**src/rtl/cirno_pkg.sv**
```systemverilog
// rtl/cirno_pkg.sv - shared fetch-path types and constants
package cirno_pkg;

    localparam int XLEN = 32;

    // Polarity of the shared core reset
    localparam logic RST_ACTIVE = 1'b1;

    typedef struct packed {
        logic [XLEN-1:0] instr;
        logic [XLEN-1:0] pc;
    } fetch_pkt_t;

endpackage

```
**src/rtl/ib_fifo.sv**
```systemverilog
// rtl/ib_fifo.sv - in-order storage, pointers and occupancy for the instruction buffer
module ib_fifo
    import cirno_pkg::*;
#(
    parameter int DEPTH = 4,
    parameter int W     = 2 * XLEN
) (
    input  logic                     clk,
    input  logic                     rst,
    input  logic                     push,
    input  logic                     pop,
    input  logic                     flush,
    input  logic [W-1:0]             wdata,
    output logic [W-1:0]             rdata,
    output logic [$clog2(DEPTH):0]   cnt
);

    localparam int AW = $clog2(DEPTH);

    // Pointers are exactly log2(DEPTH) bits so wrap is natural overflow
    logic [AW-1:0] wp;
    logic [AW-1:0] rp;
    logic [W-1:0]  mem [DEPTH];

    assign rdata = mem[rp];

    // Entry storage is data-only and deliberately left unreset
    always_ff @(posedge clk) begin
        if (push) begin
            mem[wp] <= wdata;
        end
    end

    // Pointer and occupancy tracking; flush returns everything to the origin
    always_ff @(posedge clk or posedge rst) begin
        if (rst) begin
            wp  <= '0;
            rp  <= '0;
            cnt <= '0;
        end else if (flush) begin
            wp  <= '0;
            rp  <= '0;
            cnt <= '0;
        end else begin
            if (push) begin
                wp <= wp + 1'b1;
            end
            if (pop) begin
                rp <= rp + 1'b1;
            end
            case ({push, pop})
                2'b10:   cnt <= cnt + 1'b1;
                2'b01:   cnt <= cnt - 1'b1;
                default: cnt <= cnt;
            endcase
        end
    end

endmodule

```
**src/rtl/ib.sv**
```systemverilog
// rtl/ib.sv - instruction buffer between fetch read stage and decode
module ib
    import cirno_pkg::*;
#(
    parameter int DEPTH = 4,
    parameter int XLEN  = cirno_pkg::XLEN
) (
    input  logic                     clk,
    input  logic                     rst,
    input  logic                     i_val,
    input  logic [XLEN-1:0]          i_in,
    input  logic [XLEN-1:0]          i_pc,
    output logic                     o_rdy,
    input  logic                     i_flush,
    output logic                     o_val,
    output logic [XLEN-1:0]          o_in,
    output logic [XLEN-1:0]          o_pc,
    input  logic                     i_d_rdy,
    output logic [$clog2(DEPTH):0]   o_cnt
);

    localparam int CW = $clog2(DEPTH) + 1;
    localparam logic [CW:0] DEPTH_V = (CW + 1)'(DEPTH);

    logic            infl;
    logic            push;
    logic            pop;
    logic [CW-1:0]   cnt;
    logic [CW:0]     occ;
    logic [2*XLEN-1:0] rdata;

    // Occupancy counts the owed arrival so the read stage can never overrun us
    assign occ   = {1'b0, cnt} + {{CW{1'b0}}, infl};
    assign o_rdy = (occ < DEPTH_V) & ~i_flush & (rst != RST_ACTIVE);

    assign o_val = (cnt != '0) & ~i_flush;
    assign push  = i_val & ~i_flush;
    assign pop   = o_val & i_d_rdy;
    assign o_cnt = cnt;
    assign {o_in, o_pc} = rdata;

    // A granted request this cycle means one instruction is owed next cycle
    always_ff @(posedge clk or posedge rst) begin
        if (rst) begin
            infl <= 1'b0;
        end else begin
            infl <= o_rdy;
        end
    end

    ib_fifo #(
        .DEPTH (DEPTH),
        .W     (2 * XLEN)
    ) u_fifo (
        .clk   (clk),
        .rst   (rst),
        .push  (push),
        .pop   (pop),
        .flush (i_flush),
        .wdata ({i_in, i_pc}),
        .rdata (rdata),
        .cnt   (cnt)
    );

endmodule

```
**config.mk**
```make
export PLATFORM = sky130hd
export DESIGN_NAME = ib
export DESIGN_NICKNAME = d
export VERILOG_FILES = /design/src/rtl/cirno_pkg.sv /design/src/rtl/ib_fifo.sv /design/src/rtl/ib.sv
export SDC_FILE = /design/constraint.sdc
export NUM_CORES = 1
export LEC_CHECK = 0
export ABC_AREA = 1
export BUFFER_PORTS_ARGS = -buffer_cell sky130_fd_sc_hd__buf_2
export CAP_MARGIN = 25
export CORE_UTILIZATION = 55
export DETAILED_ROUTE_END_ITERATION = 12
export PLACE_DENSITY = 0.87
export SLEW_MARGIN = 20
export SYNTH_ARGS = -nofsm -noshare
export SYNTH_HDL_FRONTEND = slang
export SYNTH_SLANG_ARGS = --single-unit
```
**constraint.sdc**
```tcl
create_clock -name clk -period 11.85 [get_ports clk]
set_input_delay 2.9625 -clock clk [delete_from_list [all_inputs] [get_ports clk]]
set_output_delay 2.9625 -clock clk [all_outputs]
set_load 0.01 [all_outputs]
```
* After elaboration in Yosys (flattened, before gate mapping)
Memories as Yosys holds them, arrays and structs flattened.
Index checks and enable logic that the tools add are counted.
** Word-level totals
- Register bits :: 8
- Memory bits (writable) :: 256
- Bits of input ports :: 69
- Memories :: 1
** Operators by class
- Add/sub/neg operators :: 5
- Order comparisons :: 1
- Eq/ne operators :: 2
- Muxes and demuxes :: 8
- Bitwise gates (word level) :: 7
- Reduce and logical (&&, ||, !) cells :: 4
** Memory list
- u_fifo.mem :: depth 4, width 64, read ports 1, clocked after memory_dff 0, wr ports 1, line ib_fifo.sv:23 : logic [W-1:0] mem [DEPTH];
** Operators by type and width (number)
- $mux W2 :: 4
- $pmux W3 S2 :: 1
- $reduce_bool A3 Y1 :: 2
- $and A1 B1 Y1 :: 5
- $add A2 B1 Y2 const B :: 2
- $add A3 B1 Y4 :: 1
- $lt A4 B3 Y1 const B :: 1
- $reduce_bool A2 Y1 :: 2
- $add A3 B1 Y3 const B :: 1
- $mux W3 :: 1
- $sub A3 B1 Y3 const B :: 1
- $eq A2 B1 Y1 const B :: 1
- $eq A2 B2 Y1 const B :: 1
- $mux W1 :: 2
- $not A1 Y1 :: 2

* Longest topological paths before layout
- Word-level depth :: 6
- Mapped depth :: 11
- Depth with buffers taken out :: 11

* Cells and area by module
From an unflattened synthesis, not the netlist that was laid out.
** Unflattened totals
- Cell total of the unflattened synthesis :: 696
- Area, all modules :: 10009.6 um^2
** By module, submodules not included
- ib_fifo :: instances 1, cells each 680, area each 9920.8 um^2, seq. area each 7862.5 um^2
- ib :: instances 1, cells each 16, area each 88.8 um^2, seq. area each 25.0 um^2

* Worst setup path after synthesis
No wires, ideal clock.
- Kind :: input -> output
- Start point :: in rst
- End point :: out o_rdy
- Arrival :: 3.539 ns
- Setup slack :: 5.349 ns
- Cell stages on the path :: 3
- Cell sequence :: inv_1 nand3_1 a31oi_1
** Between the ends
- Word-level cells in the longest chain between the ends :: 2
** RTL lines
- from (decl) :: line ib.sv:9 : input logic rst,
- $not A1 Y1 :: line ib.sv:34 : assign o_rdy = (occ < DEPTH_V) & ~i_flush & (rst != RST_ACTIVE);
- $and A1 B1 Y1 :: line ib.sv:34
- to (decl) :: line ib.sv:13 : output logic o_rdy,
Every way passes these cells.

* Worst setup path after layout
Same ends and word-level chain as after synthesis.

==> out/metrics.cfg <==
[sta]
finalCriticalPeriod_ns=6.77
final.setup.tns_ns=0
hold_violations=0
slew_viol_final=0
setup_viol=0
clock_skew_ns=0.00835
tightest_slew_ns=1.01
maxSlewHeadroom=0.327
rsz0062_at_grt=no
fmax_mhz=148
hold_ws_ns=0.487
period_share=0.571

[floorplan]
die-height_microns=137
die_area_sq_um=18700
num_rows=48
coreArea_sq_um=17500
ios=138
initial_utilization=0.570
die_w_microns=137

[place]
gp_congestion=0.770
dp_hpwl_microns=10000
io_buffers=137
placedInstanceArea_sq_um=10800

[clock_tree]
ctsHoldBuffers=0
cts_tree=built
cts_setup_buffers=0
numCtsBuffers=26
root_buffer=clkbuf_16
clk_latency_ns=0.51
clk_pin_slew_ns=0.06
clock-sinks=264
htreeDepth=1
clockBufferDepth=3
cts_resized=0

[power]
ir_drop_v=0.000173
p_per_area_nw_per_um2=195
finalPower_uw=2270
power.leakage_uw=0.00411

[drt]
drc=0
ant_nets=0
route.final.wire_length_microns=18700
wl_per_cell_microns=17.6
drtPass1Iterations=5
vias=5995
via_per_inst=5.63
drtIter0Drc=428

[worst_setup_path]
reg2reg_setup_slack_ns=9.73
worstPathCellList=buf_2, inv_1, nand3_1, a31oi_1, buf_2
max_stage_delay_ns=0.26
cp.required_ns=8.89
crit_type=input pin to output port
worstPathArrival_ns=3.81
crit_family=buffers and inverters
slowest_stage=inv_1
cp.depth=5
r2r-start=u_fifo.wp[0]
start_kind=input pin
cp_common_cell=buf_2
critPathLaunch=rst
r2r_cells=5
path_buf_inv=3
cp-end-kind=output port
critical_path.endpoint=o_rdy
critPathMaxFanout=9
r2r_end=u_fifo.mem[2][61]

[worst_hold_path]
hold_path.class=flop to flop

[finish]
drive_above_1_share=0.234
syn_to_final_growth_pct=16.6
utilization=0.664
final_cell_mix=edfxtp_1, buf_2, nor2_1, o21ai_0, o22ai_1
nets=892
design_area_sq_um=11600
final_common_cell=edfxtp_1
nFillCells=1176

[synth]
synth_warnings=0
syn-cell-area_sq_um=9990
syn-num-nets=760
ys_ff_latch=264
synth_cells=686
ys_seq_area_frac=0.790
yosysUniqueCellTypes=26
syn_avg_cell_area_sq_um=14.6

[global_routing]
grtUsageTotal=0.201
grt_max_degree=103
grt_pass1_vias=5780
grt_antenna_before_repair=3
grt_pass1_wl_microns=28200
grt.overflow.total=0

[status]
status=complete, no violations

[run]
maxCapViolCount=0

==> final cells by class <==
type	instances	area, sq um	share of cell area
sequential	264	7890	0.677
multi-input combinational	365	1820	0.156
timing repair buffer	146	773	0.0664
clock buffer	30	666	0.0571
tap	225	282	0.0242
clock inverter	18	153	0.0131
inverter	15	58.8	0.00505
antenna	1	2.50	0.000215
==> worst register-to-register path: stages, from the launching register on <==
cell and delay (ns):
dfrtp_1 0.43, inv_1 0.10, ha_1 0.14, inv_1 0.06, nor2_4 0.20, buf_4 0.70
==> synth_stat cells (all sizes together) <==
library cell / number / area (sq um)
clkbuf: 26 / 98.8
nand4: 1 / 12.5
dfrtp: 8 / 200
nor3: 1 / 10.0
a21oi: 2 / 10.0
buf: 16 / 151
o21ai: 134 / 671
inv: 15 / 58.8
nand2: 17 / 71.3
a31oi: 1 / 6.26
nand3: 3 / 20.0
xnor2: 1 / 8.76
ha: 4 / 50.1
edfxtp: 256 / 7690
o22ai: 64 / 400
fa: 1 / 20.0
nor2: 136 / 513
==> cells by family after synthesis <==
family | share of synthesized area
xor+xnor | 0.000877
fa+ha+maj | 0.00701
simple gates | 0.0628
buf+inv | 0.0309
compound gates | 0.109
flops | 0.790
==> flip-flops by register name, summed over array words and instances (netlist names) <==
register	flops
infl	1
u_fifo.mem	256
u_fifo.cnt	3
u_fifo.wp	2
u_fifo.rp	2
==> worst min path at each step <==
stage | to | startpoint | slack, ns | cells after the start
CTS | infl | infl | 0.49 | 1
finish | infl | infl | 0.49 | 1
detailed placement | infl | infl | 0.48 | 1
global placement | infl | infl | 0.45 | 1
floorplan | infl | infl | 0.50 | 1
global route | infl | infl | 0.50 | 1
==> metal layers <==
layer / part of all wire / global-route usage
met1: 0.40 / 0.246
met2: 0.50 / 0.352
met3: 0.074 / 0.0426
met4: 0.025 / 0.0733
met5: 0.0012 / 0
==> report_power, final <==
group | internal (uW) | leakage (uW) | total [uW] | switching [uW]
Clock | 447 | 0.000389 | 766 | 319
Combinational | 141 | 0.00129 | 412 | 271
Sequential | 1060 | 0.00243 | 1090 | 34.4
==> through the flow <==
step / instances / setup slack, ns
finish: 1064 / 5.08
global route: 1064 / 4.97
CTS: 1062 / 5.06
detailed placement: 1014 / 5.07
global placement: 1014 / 5.13
floorplan: 686 / 5.35
Note: power is estimated with default switching activity, not from simulation.
